===== src/rtl/branch_resolve_ctrl_pkg.sv =====
// Shared branch-prediction-unit definitions: controller FSM encoding, default
// widths and the mispredict rule used by branch_resolve_ctrl and bpu.
package branch_resolve_ctrl_pkg;

  localparam int BRC_N           = 32;
  localparam int BRC_INDEX_WIDTH = 8;
  localparam int BRC_QDEPTH      = 4;

  typedef enum logic [1:0] {
    ST_INIT    = 2'd0,
    ST_RUN     = 2'd1,
    ST_RECOVER = 2'd2
  } brc_state_e;

  // A taken branch must also land on the predicted target to count as correct.
  function automatic logic brc_mispredict(input logic pred_taken,
                                          input logic res_taken,
                                          input logic target_match);
    return (pred_taken != res_taken) || (res_taken && !target_match);
  endfunction

endpackage


===== src/rtl/branch_resolve_ctrl_branch_queue.sv =====
// In-flight branch FIFO: predictions are pushed at fetch and popped in program
// order as they resolve; clear drops every entry at once on a mispredict.
module branch_queue #(
  parameter int N      = 32,
  parameter int QDEPTH = 4
) (
  input  logic                        clk,
  input  logic                        rst,
  input  logic                        push,
  input  logic [N-1:0]                push_pc,
  input  logic                        push_taken,
  input  logic [N-1:0]                push_target,
  input  logic                        pop,
  input  logic                        clear,
  output logic                        full,
  output logic                        empty,
  output logic [$clog2(QDEPTH):0]     count,
  output logic [N-1:0]                head_pc,
  output logic                        head_taken,
  output logic [N-1:0]                head_target
);

  localparam int PW = $clog2(QDEPTH);
  localparam int CW = PW + 1;

  logic [N-1:0]  pc_mem     [QDEPTH];
  logic [N-1:0]  target_mem [QDEPTH];
  logic          taken_mem  [QDEPTH];
  logic [PW-1:0] wr_ptr;
  logic [PW-1:0] rd_ptr;
  logic          do_push;
  logic          do_pop;

  assign full    = (count == CW'(QDEPTH));
  assign empty   = (count == '0);
  assign do_push = push && !full && !clear;
  assign do_pop  = pop && !empty && !clear;

  // Pointers wrap naturally because QDEPTH is a power of two.
  always_ff @(posedge clk or posedge rst) begin
    if (rst) begin
      wr_ptr <= '0;
      rd_ptr <= '0;
      count  <= '0;
    end else if (clear) begin
      wr_ptr <= '0;
      rd_ptr <= '0;
      count  <= '0;
    end else begin
      if (do_push) wr_ptr <= wr_ptr + PW'(1);
      if (do_pop)  rd_ptr <= rd_ptr + PW'(1);
      count <= count + CW'(do_push) - CW'(do_pop);
    end
  end

  always_ff @(posedge clk) begin
    if (do_push) begin
      pc_mem[wr_ptr]     <= push_pc;
      target_mem[wr_ptr] <= push_target;
      taken_mem[wr_ptr]  <= push_taken;
    end
  end

  assign head_pc     = pc_mem[rd_ptr];
  assign head_taken  = taken_mem[rd_ptr];
  assign head_target = target_mem[rd_ptr];

endmodule


===== src/rtl/branch_resolve_ctrl.sv =====
// Branch resolution controller: clears the BHT after reset, tracks in-flight
// predictions, writes BHT updates on resolution and flushes fetch on mispredict.
module branch_resolve_ctrl
  import branch_resolve_ctrl_pkg::*;
#(
  parameter int N           = BRC_N,
  parameter int INDEX_WIDTH = BRC_INDEX_WIDTH,
  parameter int QDEPTH      = BRC_QDEPTH
) (
  input  logic                   clk,
  input  logic                   rst,
  input  logic                   i_pred_valid,
  input  logic [N-1:0]           i_pred_pc,
  input  logic                   i_pred_taken,
  input  logic [N-1:0]           i_pred_target,
  output logic                   o_pred_ready,
  input  logic                   i_res_valid,
  input  logic                   i_res_taken,
  input  logic [N-1:0]           i_res_target,
  output logic                   o_flush,
  output logic [N-1:0]           o_redirect_pc,
  output logic                   o_bht_we,
  output logic                   o_bht_clear,
  output logic [INDEX_WIDTH-1:0] o_bht_index,
  output logic [N-1:0]           o_bht_pc,
  output logic [N-1:0]           o_bht_target,
  output logic                   o_bht_taken,
  output logic                   o_init_busy,
  output logic                   o_orphan,
  output logic [1:0]             o_dbg_state
);

  // Handshake: a prediction is accepted on a rising edge when i_pred_valid and
  // o_pred_ready are both high; o_pred_ready is registered and never depends on
  // i_pred_valid. Resolutions have no backpressure: i_res_valid always refers
  // to the oldest in-flight branch and is consumed the cycle it is presented.

  localparam int CW = $clog2(QDEPTH) + 1;
  localparam logic [CW-1:0] Q_FULL = CW'(QDEPTH);

  brc_state_e           state;
  logic [INDEX_WIDTH:0] sweep_idx;
  logic                 q_full;
  logic                 q_empty;
  logic [CW-1:0]        q_count;
  logic [CW-1:0]        count_next;
  logic [N-1:0]         head_pc;
  logic [N-1:0]         head_target;
  logic                 head_taken;
  logic                 active;
  logic                 push;
  logic                 pop;
  logic                 mispredict;

  assign active     = (state != ST_INIT);
  assign push       = i_pred_valid && o_pred_ready;
  assign pop        = active && i_res_valid && !q_empty;
  assign mispredict = pop && brc_mispredict(head_taken, i_res_taken,
                                            head_target == i_res_target);
  assign o_dbg_state = state;

  // A push alongside a mispredicting resolution is younger than the bad branch.
  branch_queue #(
    .N      (N),
    .QDEPTH (QDEPTH)
  ) u_queue (
    .clk         (clk),
    .rst         (rst),
    .push        (push && !mispredict),
    .push_pc     (i_pred_pc),
    .push_taken  (i_pred_taken),
    .push_target (i_pred_target),
    .pop         (pop),
    .clear       (mispredict),
    .full        (q_full),
    .empty       (q_empty),
    .count       (q_count),
    .head_pc     (head_pc),
    .head_taken  (head_taken),
    .head_target (head_target)
  );

  // Occupancy after this edge, so the registered ready reflects it next cycle.
  always_comb begin
    count_next = q_count;
    if (mispredict) begin
      count_next = '0;
    end else begin
      if (push && !q_full) count_next = count_next + CW'(1);
      if (pop)             count_next = count_next - CW'(1);
    end
  end

  always_ff @(posedge clk or posedge rst) begin
    if (rst) begin
      state         <= ST_INIT;
      sweep_idx     <= '0;
      o_pred_ready  <= 1'b0;
      o_flush       <= 1'b0;
      o_redirect_pc <= '0;
      o_bht_we      <= 1'b0;
      o_bht_clear   <= 1'b0;
      o_bht_index   <= '0;
      o_bht_pc      <= '0;
      o_bht_target  <= '0;
      o_bht_taken   <= 1'b0;
      o_init_busy   <= 1'b1;
      o_orphan      <= 1'b0;
    end else begin
      o_bht_we <= 1'b0;
      o_flush  <= 1'b0;
      o_orphan <= 1'b0;
      case (state)
        ST_INIT: begin
          // The extra MSB of sweep_idx marks that every index has been cleared.
          if (sweep_idx[INDEX_WIDTH]) begin
            state        <= ST_RUN;
            sweep_idx    <= '0;
            o_bht_clear  <= 1'b0;
            o_init_busy  <= 1'b0;
            o_pred_ready <= 1'b1;
          end else begin
            o_bht_we     <= 1'b1;
            o_bht_clear  <= 1'b1;
            o_bht_index  <= sweep_idx[INDEX_WIDTH-1:0];
            o_bht_pc     <= '0;
            o_bht_target <= '0;
            o_bht_taken  <= 1'b0;
            sweep_idx    <= sweep_idx + 1'b1;
          end
        end
        default: begin
          o_bht_clear <= 1'b0;
          if (pop) begin
            o_bht_we     <= 1'b1;
            o_bht_index  <= head_pc[INDEX_WIDTH-1:0];
            o_bht_pc     <= head_pc;
            o_bht_target <= i_res_target;
            o_bht_taken  <= i_res_taken;
          end else if (i_res_valid) begin
            o_orphan <= 1'b1;
          end
          if (mispredict) begin
            o_flush       <= 1'b1;
            o_redirect_pc <= i_res_taken ? i_res_target : head_pc + N'(4);
            state         <= ST_RECOVER;
            o_pred_ready  <= 1'b0;
          end else begin
            state         <= ST_RUN;
            o_pred_ready  <= (count_next != Q_FULL);
          end
        end
      endcase
    end
  end

endmodule


===== config.mk =====
export PLATFORM = sky130hd
export DESIGN_NAME = branch_resolve_ctrl
export DESIGN_NICKNAME = d
export VERILOG_FILES = /design/src/rtl/branch_resolve_ctrl_pkg.sv /design/src/rtl/branch_resolve_ctrl_branch_queue.sv /design/src/rtl/branch_resolve_ctrl.sv
export SDC_FILE = /design/constraint.sdc
export NUM_CORES = 1
export LEC_CHECK = 0
export BUFFER_PORTS_ARGS = -buffer_cell sky130_fd_sc_hd__buf_2
export CAP_MARGIN = 10
export CORE_UTILIZATION = 55
export CTS_CLUSTER_SIZE = 8
export DETAILED_ROUTE_END_ITERATION = 8
export PLACE_DENSITY = 0.77
export SYNTH_ARGS = -nofsm -noshare
export SYNTH_HDL_FRONTEND = slang
export SYNTH_SLANG_ARGS = --single-unit

===== constraint.sdc =====
create_clock -name clk -period 8.8 [get_ports clk]
set_clock_uncertainty 0.05 [all_clocks]
set_input_delay 1.32 -clock clk [delete_from_list [all_inputs] [get_ports clk]]
set_output_delay 1.32 -clock clk [all_outputs]
set_load 0.01 [all_outputs]

==> summary.md <==
| Metric | Value |
|---|---|
| Outcome | `finished, final reports clean` |
| Die X | `174 um` |
| Syn Nets | `1,215` |
| Final wirelength | `41,400 um` |
| Reg-to-reg critical path startpoint | `u_queue.rd_ptr[0]` |
| Total CTS buffers | `54` |
| Least-Margin Pin Slew | `1.03 ns` |
| Area Overhead vs Synth | `18.1%` |
| Synth Area in Compound Gates | `0.0283` |
| Initial antenna violation count | `4` |
| Vias in the first global route | `10,428` |
| Post-CTS Hold Buffers | `0` |
| # port buffers | `214` |
| # fillers | `2,057` |
| Most common cell after layout, fill and taps aside | `edfxtp_1` |
| VDD IR max | `0.161 mV` |
| Lkg Pwr | `0.00762 uW` |
| Num Clock Sinks | `389` |
| Worst Slack Setup Final | `3.26 ns` |
| Post-synthesis register bit count | `389` |
| Post-Place Cell Area | `0.0176 sq mm` |
| DRC Markers | `0` |
| CP arrival | `a little under 6 ns` |
| Clk_lat worst skew | `0.56 ns` |
| Hold Path Sink | `o_bht_pc[5]` |
| Vias/cell | `5.95` |
| Max Fclk | `~180 MHz` |
| Largest family of logic cells by synthesized area | `multiplexers` |
| Starting Density | `0.562` |
| Post-synth ARST share | `0.332` |
| Share of post-route cells with drive strength above 1 | `0.274` |
| Crit path kind | `reg -> reg` |
| Most frequent cells in the layout | `edfxtp_1, buf_2, nand2_1` |
| Clock H-tree levels | `2` |
| Final Core Density | `0.664` |
| RSZ-0062 raised after global routing | `no` |
| Adder-Cell Fraction of Synth Area | `0.00972` |
| Post-Synth Simple-Gate Area | `0.102` |
| Final Hold Fails | `0` |
| WHS Path Cells | `2` |
| Final nets | `1,440` |
| Design Area, Final | `around 0.019 sq mm` |
| Period minus WS final | `around 5.5 ns` |
| Sequential fraction of the synthesis area | `0.680` |
| Global route overflow | `0` |
| Syn Inst Count | `1,101` |
| Post-CTS setup buffer count | `0` |
| Starting DRT DRC Count | `1,213` |
| Netlist cell types | `57` |
| Max-cap violations | `0` |
| Largest net degree at the start of global routing | `70` |
| Worst-path clk slew | `0.05 ns` |
| Row cnt | `62` |
| Post-synth EDFFs | `260` |
| Post-synthesis mux area share | `0.120` |
| Post_cts resized | `0` |
| CP Capture Type | `register` |
| Crit-path max FO | `48` |
| Routability cong. | `0.900` |
| Setup TNS | `0 ns` |
| Top FF cell, synth | `edfxtp_1` |
| Die H | `174 um` |
| Synth warn | `0` |
| DP Wirelength | `26,900 um` |
| R2R setup slack | `3.26 ns` |
| Final setup fails | `0` |
| Pins Over Slew Limit | `0` |
| Clock Tree Buf Depth | `3` |
| Post-Place Setup Slack | `between 3 and 4 ns` |
| DIE AREA | `0.0302 sq mm` |
| Post-Syn Area | `0.0162 sq mm` |
| Final ANT Viol Nets | `0` |
| RR Endpoint | `u_queue.count[2]` |
| Mean Syn Cell Area | `between 10 and 15 sq um` |
| Vias | `10,415` |
| Slew headroom | `0.314` |
| Core area | `0.0289 sq mm` |
| CTS tree | `done` |
| First-pass GRT wire length | `62,800 um` |
| Crit path launch type | `register` |
| Clock root cell | `clkbuf_16` |
| Worst hold path class | `reg -> reg` |
| Period Utilization, post-route | `0.630` |
| Wire per inst | `23.7 um` |
| Placed cells | `between 1,500 and 2,000` |
| Hold path startpoint | `o_bht_pc[5]` |
| Post-Layout Cell Count | `1,751` |
| Pwr Density | `349 mW/mm^2` |
| Pre-antenna DRT Iters | `6` |
| Gr usage total | `0.278` |
| I/O pins | `215` |
| Worst Reg-to-Reg Cells | `17` |
| Required @ worst endpoint | `9.15 ns` |
| Xor/xnor cell area share of the yosys netlist | `0.0346` |
==> per-stage QoR <==
step / hold slack (ns) / total power, uW
after floorplan: 0.395 / 4070
after global placement: 0.407 / 4720
after detailed placement: 0.416 / 4790
after CTS: 0.427 / 6700
after global routing: 0.438 / 7000
final: 0.426 / 6680
==> kinds of logic (layout without fill, tap and decap cells) <==
logic type               count (synthesis)  count (layout)
AO/OA/AOI/OAI                           78              78
XOR/XNOR                                64              64
adder cells (fa/ha/maj)                 12              12
buffers and inverters                   77             342
flip-flops                             389             389
multiplexers                           121             121
other                                    0               1
AND/OR/NAND/NOR                        360             360
==> power by group <==
part	internal [uW]	total, uW	switching, uW
logic	849	2100	1250
clock network	1160	1880	728
registers	2400	2700	301
==> layer usage <==
layer / track usage / part of all wire / vias to the layer above
met3: 0.0607 / 0.081 / 85
met4: 0.103 / 0.033 / 6
met2: 0.440 / 0.48 / 538
li1: - / - / 4530
met5: 0 / 0.00097 / -
met1: 0.382 / 0.41 / 5256
==> synthesized netlist by cell type, types with 2 or more instances <==
master / number / area (sq um)
buf_6: 7 / 78.8
nor4_2: 2 / 25.0
mux2_4: 16 / 240
edfxtp_1: 260 / 7810
o2bb2ai_1: 3 / 26.3
nand2_1: 186 / 698
mux2i_1: 38 / 380
ha_1: 11 / 138
nand3_1: 80 / 400
mux2_2: 6 / 67.6
xnor2_1: 38 / 333
o21ai_0: 37 / 185
clkbuf_1: 31 / 116
dfrtp_1: 128 / 3200
or3_1: 3 / 18.8
buf_1: 4 / 15.0
and4_1: 2 / 17.5
and3_1: 3 / 18.8
buf_4: 9 / 67.6
a22oi_1: 6 / 45.0
nor3_1: 11 / 55.1
nor3b_2: 4 / 50.1
mux4_2: 51 / 1150
o21ai_1: 3 / 15.0
or4_1: 2 / 15.0
nor2_1: 28 / 105
buf_2: 5 / 25.0
nand3b_1: 5 / 37.5
a21oi_1: 14 / 70.1
inv_1: 19 / 71.3
mux2_1: 10 / 113
or2_2: 3 / 18.8
o22ai_1: 3 / 18.8
nand2b_1: 2 / 12.5
nor4_1: 14 / 87.6
nand4_1: 11 / 68.8
xor2_1: 26 / 228
==> critical path, stage by stage (launching register included) <==
cell	delay [ns]
dfrtp_4	0.92
buf_4	0.57
mux4_2	0.61
xor2_1	0.18
nor3_1	0.38
nand3_1	0.19
nor4_2	0.49
a21oi_4	0.09
buf_4	0.38
nor2_1	0.21
ha_1	0.24
inv_1	0.05
ha_1	0.13
inv_1	0.05
fa_1	0.39
xnor2_1	0.19
xnor2_1	0.14
nor2_1	0.05
==> cell type report <==
type | instances | area [sq um] | area share
inverters | 20 | 80.1 | 0.00418
clock buffers | 94 | 1520 | 0.0795
multi-input cells | 635 | 4830 | 0.252
diodes | 1 | 2.50 | 0.000131
clock inverters | 2 | 32.5 | 0.00170
repair buffers | 226 | 1160 | 0.0606
flip-flops and latches | 389 | 11000 | 0.576
well taps | 384 | 480 | 0.0251
==> how the worst max path moves through the flow <==
| stage | from | to | slack [ns] | cells after the start |
|---|---|---|---|---|
| after floorplan | i_res_target[31] | u_queue.pc_mem[1][0] | 2.94 | 8 |
| after global placement | u_queue.rd_ptr[0] | u_queue.count[2] | 3.52 | 17 |
| after detailed placement | u_queue.rd_ptr[0] | u_queue.count[2] | 3.35 | 17 |
| after CTS | u_queue.rd_ptr[0] | u_queue.count[2] | 3.24 | 17 |
| after global routing | u_queue.rd_ptr[0] | u_queue.count[2] | 2.92 | 17 |
| final | u_queue.rd_ptr[0] | u_queue.count[2] | 3.26 | 17 |
==> state kept, by name, summed over array words and instances, names as in the netlist, 3 cells and up <==
| name | cells |
|---|---|
| u_queue.count | 3 |
| o_bht_pc | 32 |
| o_bht_target | 32 |
| sweep_idx | 9 |
| u_queue.target_mem | 128 |
| u_queue.pc_mem | 128 |
| o_redirect_pc | 32 |
| o_bht_index | 8 |
| u_queue.taken_mem | 4 |
(Power assumes the default switching activity.)
